File: src/rtl/ddr2_stream_write_master.sv
// Avalon-MM burst write master: buffers a 32-bit sample stream in a local FIFO and
// writes it toward the DDR2 bridge as 2-beat bursts with a 1-beat tail.
module ddr2_stream_write_master #(
  parameter int FIFO_DEPTH = 16,
  parameter int ADDR_W     = 28,
  parameter int LEN_W      = 20
) (
  input  logic              slave_clk,
  input  logic              slave_reset_n,
  input  logic              start,
  input  logic [ADDR_W-1:0] base_addr,
  input  logic [LEN_W-1:0]  length,
  output logic              busy,
  output logic              done,
  input  logic [31:0]       snk_data,
  input  logic              snk_valid,
  output logic              snk_ready,
  output logic [ADDR_W-1:0] av_address,
  output logic [1:0]        av_burstcount,
  output logic [3:0]        av_byteenable,
  output logic              av_write,
  output logic              av_read,
  output logic [31:0]       av_writedata,
  input  logic              av_waitrequest
);
  localparam int PTR_W = $clog2(FIFO_DEPTH);
  localparam int CNT_W = PTR_W + 1;

  typedef enum logic [2:0] {S_IDLE, S_ARM, S_BEAT1, S_BEAT2, S_DONE} state_t;

  state_t            state_q;
  logic [ADDR_W-1:0] addr_q;
  logic [LEN_W-1:0]  wr_remain_q;
  logic [LEN_W-1:0]  rx_remain_q, rx_remain_d;
  logic              busy_q, done_q;
  logic              av_write_q;
  logic [ADDR_W-1:0] av_address_q;
  logic [1:0]        av_burstcount_q;
  logic [3:0]        av_byteenable_q;
  logic [31:0]       av_writedata_q;
  logic [31:0]       mem_q [FIFO_DEPTH];
  logic [PTR_W-1:0]  wr_ptr_q, rd_ptr_q, rd_ptr_nxt_s;
  logic [CNT_W-1:0]  count_q, count_d;
  logic              fifo_full_s, push_s, pop_s;
  logic [1:0]        arm_bc_s;

  assign fifo_full_s  = (count_q == CNT_W'(FIFO_DEPTH));
  assign snk_ready    = busy_q & ~fifo_full_s & (rx_remain_q != {LEN_W{1'b0}});
  assign push_s       = snk_valid & snk_ready;
  assign pop_s        = av_write_q & ~av_waitrequest;
  assign rd_ptr_nxt_s = rd_ptr_q + PTR_W'(1);

  assign busy          = busy_q;
  assign done          = done_q;
  assign av_write      = av_write_q;
  assign av_address    = av_address_q;
  assign av_burstcount = av_burstcount_q;
  assign av_byteenable = av_byteenable_q;
  assign av_writedata  = av_writedata_q;
  assign av_read       = 1'b0;

  // Next FIFO occupancy and receive budget
  always_comb begin
    count_d = count_q;
    case ({push_s, pop_s})
      2'b10:   count_d = count_q + CNT_W'(1);
      2'b01:   count_d = count_q - CNT_W'(1);
      default: count_d = count_q;
    endcase
    if (state_q == S_IDLE && start) begin
      rx_remain_d = length;
    end else if (push_s) begin
      rx_remain_d = rx_remain_q - LEN_W'(1);
    end else begin
      rx_remain_d = rx_remain_q;
    end
  end

  // Burst size chosen in ARM; a lone beat only ever closes out the transfer
  always_comb begin
    if (wr_remain_q >= LEN_W'(2) && count_q >= CNT_W'(2)) begin
      arm_bc_s = 2'd2;
    end else if (wr_remain_q == LEN_W'(1) && count_q >= CNT_W'(1)) begin
      arm_bc_s = 2'd1;
    end else begin
      arm_bc_s = 2'd0;
    end
  end

  // Sample storage (no reset needed; validity tracked by pointers/count)
  always_ff @(posedge slave_clk) begin
    if (push_s) mem_q[wr_ptr_q] <= snk_data;
  end

  // FIFO pointers, occupancy and receive budget
  always_ff @(posedge slave_clk or negedge slave_reset_n) begin
    if (!slave_reset_n) begin
      wr_ptr_q    <= '0;
      rd_ptr_q    <= '0;
      count_q     <= '0;
      rx_remain_q <= '0;
    end else begin
      if (push_s) wr_ptr_q <= wr_ptr_q + PTR_W'(1);
      if (pop_s)  rd_ptr_q <= rd_ptr_nxt_s;
      count_q     <= count_d;
      rx_remain_q <= rx_remain_d;
    end
  end

  // Control FSM with registered Avalon outputs
  always_ff @(posedge slave_clk or negedge slave_reset_n) begin
    if (!slave_reset_n) begin
      state_q         <= S_IDLE;
      addr_q          <= '0;
      wr_remain_q     <= '0;
      busy_q          <= 1'b0;
      done_q          <= 1'b0;
      av_write_q      <= 1'b0;
      av_address_q    <= '0;
      av_burstcount_q <= 2'd0;
      av_byteenable_q <= 4'h0;
      av_writedata_q  <= 32'h0;
    end else begin
      case (state_q)
        S_IDLE: begin
          done_q <= 1'b0;
          if (start) begin
            addr_q      <= base_addr;
            wr_remain_q <= length;
            if (length == {LEN_W{1'b0}}) begin
              state_q <= S_DONE;
              done_q  <= 1'b1;
            end else begin
              state_q <= S_ARM;
              busy_q  <= 1'b1;
            end
          end
        end
        S_ARM: begin
          if (arm_bc_s != 2'd0) begin
            state_q         <= S_BEAT1;
            av_write_q      <= 1'b1;
            av_byteenable_q <= 4'hF;
            av_burstcount_q <= arm_bc_s;
            av_address_q    <= addr_q;
            av_writedata_q  <= mem_q[rd_ptr_q];
          end
        end
        S_BEAT1: begin
          if (!av_waitrequest) begin
            wr_remain_q <= wr_remain_q - LEN_W'(1);
            if (av_burstcount_q == 2'd2) begin
              state_q        <= S_BEAT2;
              av_writedata_q <= mem_q[rd_ptr_nxt_s];
            end else begin
              addr_q          <= addr_q + ADDR_W'(1);
              av_write_q      <= 1'b0;
              av_byteenable_q <= 4'h0;
              if (wr_remain_q == LEN_W'(1)) begin
                state_q <= S_DONE;
                busy_q  <= 1'b0;
                done_q  <= 1'b1;
              end else begin
                state_q <= S_ARM;
              end
            end
          end
        end
        S_BEAT2: begin
          if (!av_waitrequest) begin
            wr_remain_q     <= wr_remain_q - LEN_W'(1);
            addr_q          <= addr_q + ADDR_W'(2);
            av_write_q      <= 1'b0;
            av_byteenable_q <= 4'h0;
            if (wr_remain_q == LEN_W'(1)) begin
              state_q <= S_DONE;
              busy_q  <= 1'b0;
              done_q  <= 1'b1;
            end else begin
              state_q <= S_ARM;
            end
          end
        end
        S_DONE: begin
          done_q  <= 1'b0;
          state_q <= S_IDLE;
        end
        default: begin
          state_q         <= S_IDLE;
          busy_q          <= 1'b0;
          done_q          <= 1'b0;
          av_write_q      <= 1'b0;
          av_byteenable_q <= 4'h0;
        end
      endcase
    end
  end

endmodule

File: config.mk
export PLATFORM = sky130hd
export DESIGN_NAME = ddr2_stream_write_master
export DESIGN_NICKNAME = d
export VERILOG_FILES = /design/src/rtl/ddr2_stream_write_master.sv
export SDC_FILE = /design/constraint.sdc
export NUM_CORES = 1
export LEC_CHECK = 0
export CORE_MARGIN = 2
export CORE_UTILIZATION = 40
export DETAILED_ROUTE_END_ITERATION = 8
export PLACE_DENSITY = 0.57
export SETUP_SLACK_MARGIN = 0.4
export SYNTH_ARGS = -nofsm -noshare
export SYNTH_HDL_FRONTEND = slang
export SYNTH_SLANG_ARGS = --single-unit
File: constraint.sdc
create_clock -name slave_clk -period 5 [get_ports slave_clk]
set_input_delay 0.5 -clock slave_clk [delete_from_list [all_inputs] [get_ports slave_clk]]
set_output_delay 0.5 -clock slave_clk [all_outputs]
set_load 0.03 [all_outputs]
# After elaboration in Yosys (flattened, before gate mapping)
# Memories as Yosys holds them, arrays and structs flattened.
# Cells that the tools add are included.
[totals]
ff_bits = 153
ramBits = 512
inputBits = 85
out_inout_bits = 71
elab_cells = 126
mem_count = 1
[memory_table]
columns = ["memory", "depth", "word_bits", "read_ports", "rd_ports_with_merged_regs", "wr", "line_no", "source"]
rows = [
  ["mem_q", 16, 32, 2, 0, 1, "41", "logic [31:0] mem_q [FIFO_DEPTH];"],
]
[op_classes]
addsub = 8
magnitude_cmp = 3
n_eq_ne = 17
muxes = 51
bitwise = 9
reduce_logical = 23
[ops]
columns = ["operator", "n"]
rows = [
  ["$mux W28", 4],
  ["$mux W32", 3],
  ["$pmux W28 S3", 1],
  ["$mux W20", 4],
  ["$pmux W32 S2", 1],
  ["$pmux W20 S2", 1],
  ["$sub A20 B1 Y20 const B", 2],
  ["$add A28 B1 Y28 const B", 1],
  ["$add A28 B2 Y28 const B", 1],
  ["$mux W3", 7],
  ["$eq A20 B1 Y1 const B", 1],
  ["$ge A20 B2 Y1 const B", 1],
  ["$logic_not A20 Y1", 1],
  ["$reduce_bool A20 Y1", 1],
  ["$mux W1", 19],
  ["$mux W4", 4],
  ["$ne A2 B2 Y1 const B", 8],
  ["$pmux W4 S4", 1],
  ["$pmux W1 S4", 3],
  ["$pmux W3 S4", 1],
  ["$reduce_and A4 Y1", 3],
  ["$pmux W5 S2", 1],
  ["$reduce_and A5 Y1", 2],
  ["$reduce_bool A2 Y1", 5],
  ["other kinds (21)", 35],
]

# Depth between registers and ports, before layout
[depth]
ltp_word = 7
mapped_depth = 11

# Worst setup path before layout
# OpenSTA, ideal clock, no wires.
[synth_timing]
path_kind = "flip-flop to flip-flop"
startpoint = "register count_q[0]"
endpoint = "memory mem_q[3][0], enable pin"
setup_ns = 0.461
arrival_ns = 4.214
required_ns = 4.539
path_slack_ns = 0.325
stages_incl_launch_ff = 9
n_path_buf = 1
period_less_slack_ns = 4.675
path_cell_list = "dfrtp_1 > inv_1 > ha_1 > nand2_1 > o311ai_0 > a31oi_1 > clkbuf_1 > nand2_1 > nor3_1"
[synth_via]
elab_chain_cells = 7
[synth_rtl]
columns = ["item", "line_no", "source"]
rows = [
  ["start: declaration", "43", "logic [CNT_W-1:0] count_q, count_d;"],
  ["start signal: assignment", "105", "count_q <= count_d;"],
  ["$eq A5 B5 Y1", "47", "assign fifo_full_s = (count_q == CNT_W'(FIFO_DEPTH));"],
  ["$not A1 Y1", "48", "assign snk_ready = busy_q & ~fifo_full_s & (rx_remain_q != {LEN_W{1'b0}});"],
  ["$and A1 B1 Y1 (2 in a row)", "48", ""],
  ["$and A1 B1 Y1", "49", "assign push_s = snk_valid & snk_ready;"],
  ["$mux W1", "92", "if (push_s) mem_q[wr_ptr_q] <= snk_data;"],
  ["$mux W1 (not written as such)", "92", ""],
  ["end: declaration", "41", ""],
]
# Every way passes these cells.

# Worst setup path in the final report
[layout_timing]
startpoint = "register rx_remain_q[14]"
endpoint = "output port snk_ready"
[layout_via]
elab_chain_cells = 2
[layout_rtl]
columns = ["item", "line_no", "source"]
rows = [
  ["start: declaration", "34", "logic [LEN_W-1:0] rx_remain_q, rx_remain_d;"],
  ["start signal: assignment", "106", "rx_remain_q <= rx_remain_d;"],
  ["$reduce_bool A20 Y1", "48", ""],
  ["$and A1 B1 Y1", "48", ""],
  ["end: declaration", "17", "output logic snk_ready,"],
]
# Every way passes these cells.

==> flow_summary.json <==
{
  "place_ws_ns": 1.516,
  "final_core_util_pct": 47.14,
  "final_layout_size_suffix_gt1_share_pct": 22.36,
  "yosys.area.top_type_share_pct": 49.42,
  "met3_usage_pct": 3.960,
  "yosysWarnings": 0,
  "slew_violations": 0,
  "cts_tree": "yes",
  "vias": 19220,
  "grt_pass1_vias": 19440,
  "drcViolationCount": 0,
  "power_mw": 11.51,
  "routedWlPerCell_um": 26.51,
  "top_usage_layer": "met2",
  "holdWs_ns": -0.01597,
  "drt_wl_total_um": 84880,
  "critPathRequiredTime_ns": 4.50,
  "min_period_ns": 3.932,
  "clk_root_buffer_cell": "clkbuf_16",
  "drt-initial-drc-count": 1983,
  "synth_nets": 2071,
  "end_kind": "primary output",
  "power_frac_seq_pct": 51.6,
  "core_area_um2": 77210,
  "post-cts-setup-buffers": 0,
  "seq_area_frac_synth_pct": 61.40,
  "gr-usage-met2_pct": 33.96,
  "maxCapViolations": 0,
  "die_w_um": 282.9,
  "hpwlAfterDp_um": 48220,
  "die_y_um": 282.9,
  "min_path_type": "in -> async",
  "synth-edff-count": 512,
  "ys.flop_type": "edfxtp_1",
  "row_count": 102,
  "max_stage_delay_ns": 0.65,
  "met1_usage_pct": 30.33,
  "fmax_ghz": 0.2544,
  "finalCritPeriodShare_pct": 78.63,
  "crit_path_max_fanout": 5,
  "p_per_area_nw_per_um2": 316.3,
  "rr_endpoint": "mem_q[11][11]$_DFFE_PP_",
  "rsz0062_at_grt": "false",
  "power_leakage_nw": 12.04,
  "critical_path_class": "reg -> out",
  "viasPerCell": 6.001,
  "crit_buf_inv": 1,
  "postRouteAntennaNets": 0,
  "initial_core_util_pct": 40.29,
  "tns_ns": 0,
  "p_sw_mw": 2.397,
  "synth.distinct_cells": 63,
  "fillers": 6567,
  "p_int_mw": 9.113,
  "insertion_delay_ns": 0.63,
  "rrSetupSlack_ns": 1.70,
  "crit_family": "simple AND/OR/NAND/NOR gates",
  "swShare_pct": 20.83,
  "ys_ff_latch": 661,
  "port-buffer-count": 154,
  "grt_first_pass_wirelength_um": 126100,
  "status": "finished with violations",
  "path_cells": "or4_4 > or4b_2 > nor3_1 > nor2_1 > clkdlybuf4s50_1",
  "tightest_slew_ns": 1.096,
  "synth.largest_area_cell": "edfxtp_1",
  "setup_ws_ns": 1.068,
  "finalHoldViolations": 6,
  "antenna_found_initial": 4,
  "grt-ovfl-total": 0,
  "avgSynthCellArea_um2": 15.80,
  "cts.sinks": 661,
  "die_area_um2": 80030,
  "syn_inst": 1969,
  "synthTopCellsByArea": "edfxtp_1, mux4_2, dfrtp_1",
  "drt-pass1-iter-count": 5,
  "boundaryPins": 156,
  "vdd_ir_drop_max_v": 0.0002599,
  "clk_path_buf_depth": 3,
  "grt_max_degree": 131,
  "reg2reg_from": "count_q[0]$_DFFE_PN0P_",
  "crit_arrival_ns": 3.43,
  "violations": "negative hold slack",
  "area_growth_pct": 16.99,
  "ctsHoldBuffers": 0,
  "cts_max_level": 3,
  "r2r_cells": 10,
  "netlist_area_um2": 31110,
  "post_cts_resized": 0,
  "nets": 2205,
  "slowest_stage": "or4b_2",
  "power_frac_comb_pct": 1.8,
  "cts_buffers": 74,
  "start_kind": "register",
  "pwr-share-clk_pct": 46.6,
  "track_usage_pct": 21.40,
  "max-slew-margin-rel_pct": 26.91,
  "synthArstFlopShare_pct": 22.54,
  "gp_congestion": 0.8206,
  "finalSetupViolCount": 0,
  "clkTransAtPathRegs_ns": 0.06,
  "fin_skew_ns": 0.04310
}
## placed cells by master, fill, tap and decap left out, drive strengths merged, types with 17 or more instances in the layout
cell           instances
mux2i                 65
o21ai                 78
clkbuf               102
nand2                 83
inv                   22
buf                   48
clkdlybuf4s50        153
o22ai                 87
a211oi                22
xnor2                 17
clkinv                24
mux4                 256
nor3                  69
mux2                  31
dfrtp                149
nor2b                 24
nor2                 132
a21oi                 88
edfxtp               512
nand3                 19
ha                    17
## state kept, by name (all words and copies together) (netlist names)
signal         flops
av_address        28
addr_q            28
rx_remain_q       20
rd_ptr_q           4
state_q            3
done               1
av_writedata      32
av_byteenable      1
wr_remain_q       20
count_q            5
busy               1
wr_ptr_q           4
mem_q            512
av_burstcount      2
## power by group through the flow
| stage | combinational (mW) | sequential [mW] | clock [mW] |
|---|---|---|---|
| floorplan | 0.0353 | 6.06 | 0 |
| global placement | 0.203 | 6.06 | 0 |
| detailed placement | 0.207 | 6.06 | 0 |
| CTS | 0.208 | 5.94 | 5.48 |
| global route | 0.225 | 5.94 | 5.69 |
| finish | 0.205 | 5.94 | 5.36 |
## how the worst max path moves through the flow
stage / slack [ns] / endpoint / depth (start not counted) / from
3_5_place_dp: 1.52 / mem_q[11][11]$_DFFE_PP_ / 8 / snk_valid
2_1_floorplan: 1.18 / mem_q[15][0]$_DFFE_PP_ / 8 / count_q[0]$_DFFE_PN0P_
4_1_cts: 0.99 / snk_ready / 5 / rx_remain_q[14]$_DFFE_PN0P_
3_3_place_gp: 1.53 / mem_q[5][23]$_DFFE_PP_ / 8 / snk_valid
5_1_grt: 0.92 / snk_ready / 5 / rx_remain_q[14]$_DFFE_PN0P_
6_report: 1.07 / snk_ready / 5 / rx_remain_q[14]$_DFFE_PN0P_
## logic make-up (layout without fill, tap and decap cells)
logic type / after synthesis / in the layout / share of synthesized area, %
flops: 661 / 661 / 61.40
simple gates: 407 / 407 / 6.334
mux: 352 / 352 / 21.85
compound gates: 337 / 337 / 6.640
buf+inv: 163 / 354 / 2.204
xor+xnor: 31 / 31 / 0.8727
fa+ha+maj: 17 / 17 / 0.6837
other cells: 1 / 3 / 0.01205
## per-layer routing
layer / vias up / part of all wire [%]
met3: 139 / 7.4
li1: 8237 / -
met5: - / 0.027
met4: 4 / 2.4
met2: 753 / 47
met1: 10080 / 43
## layout make-up
class	count	area (µm²)	area share [%]
clock inverter	31	341.6	0.9385
timing repair buffer	201	1996	5.483
tap	1040	1301	3.575
inverter	20	75.07	0.2063
antenna	2	5.005	0.01375
sequential	661	19110	52.52
clock buffer	102	2047	5.624
multi-input combinational	1145	11520	31.64
## Yosys cell counts (all sizes together) (24+ instances only)
master	count
nor2b	24
buf	61
mux4	256
clkbuf	82
nand2	83
edfxtp	512
mux2	31
nor3	69
o21ai	78
dfrtp	149
nor2	132
a21oi	88
o22ai	87
mux2i	65
## metrics by stage
step | std cells | area, µm² | hold WS, ns
final | 3202 | 36400 | -0.01597
after floorplan | 1969 | 31130 | 0.2044
after CTS | 3200 | 36390 | 0.02069
after global placement | 3067 | 34000 | 0.4922
after global routing | 3201 | 36390 | 0.04902
after detailed placement | 3067 | 34000 | 0.4951
(Power assumes the default switching activity.)
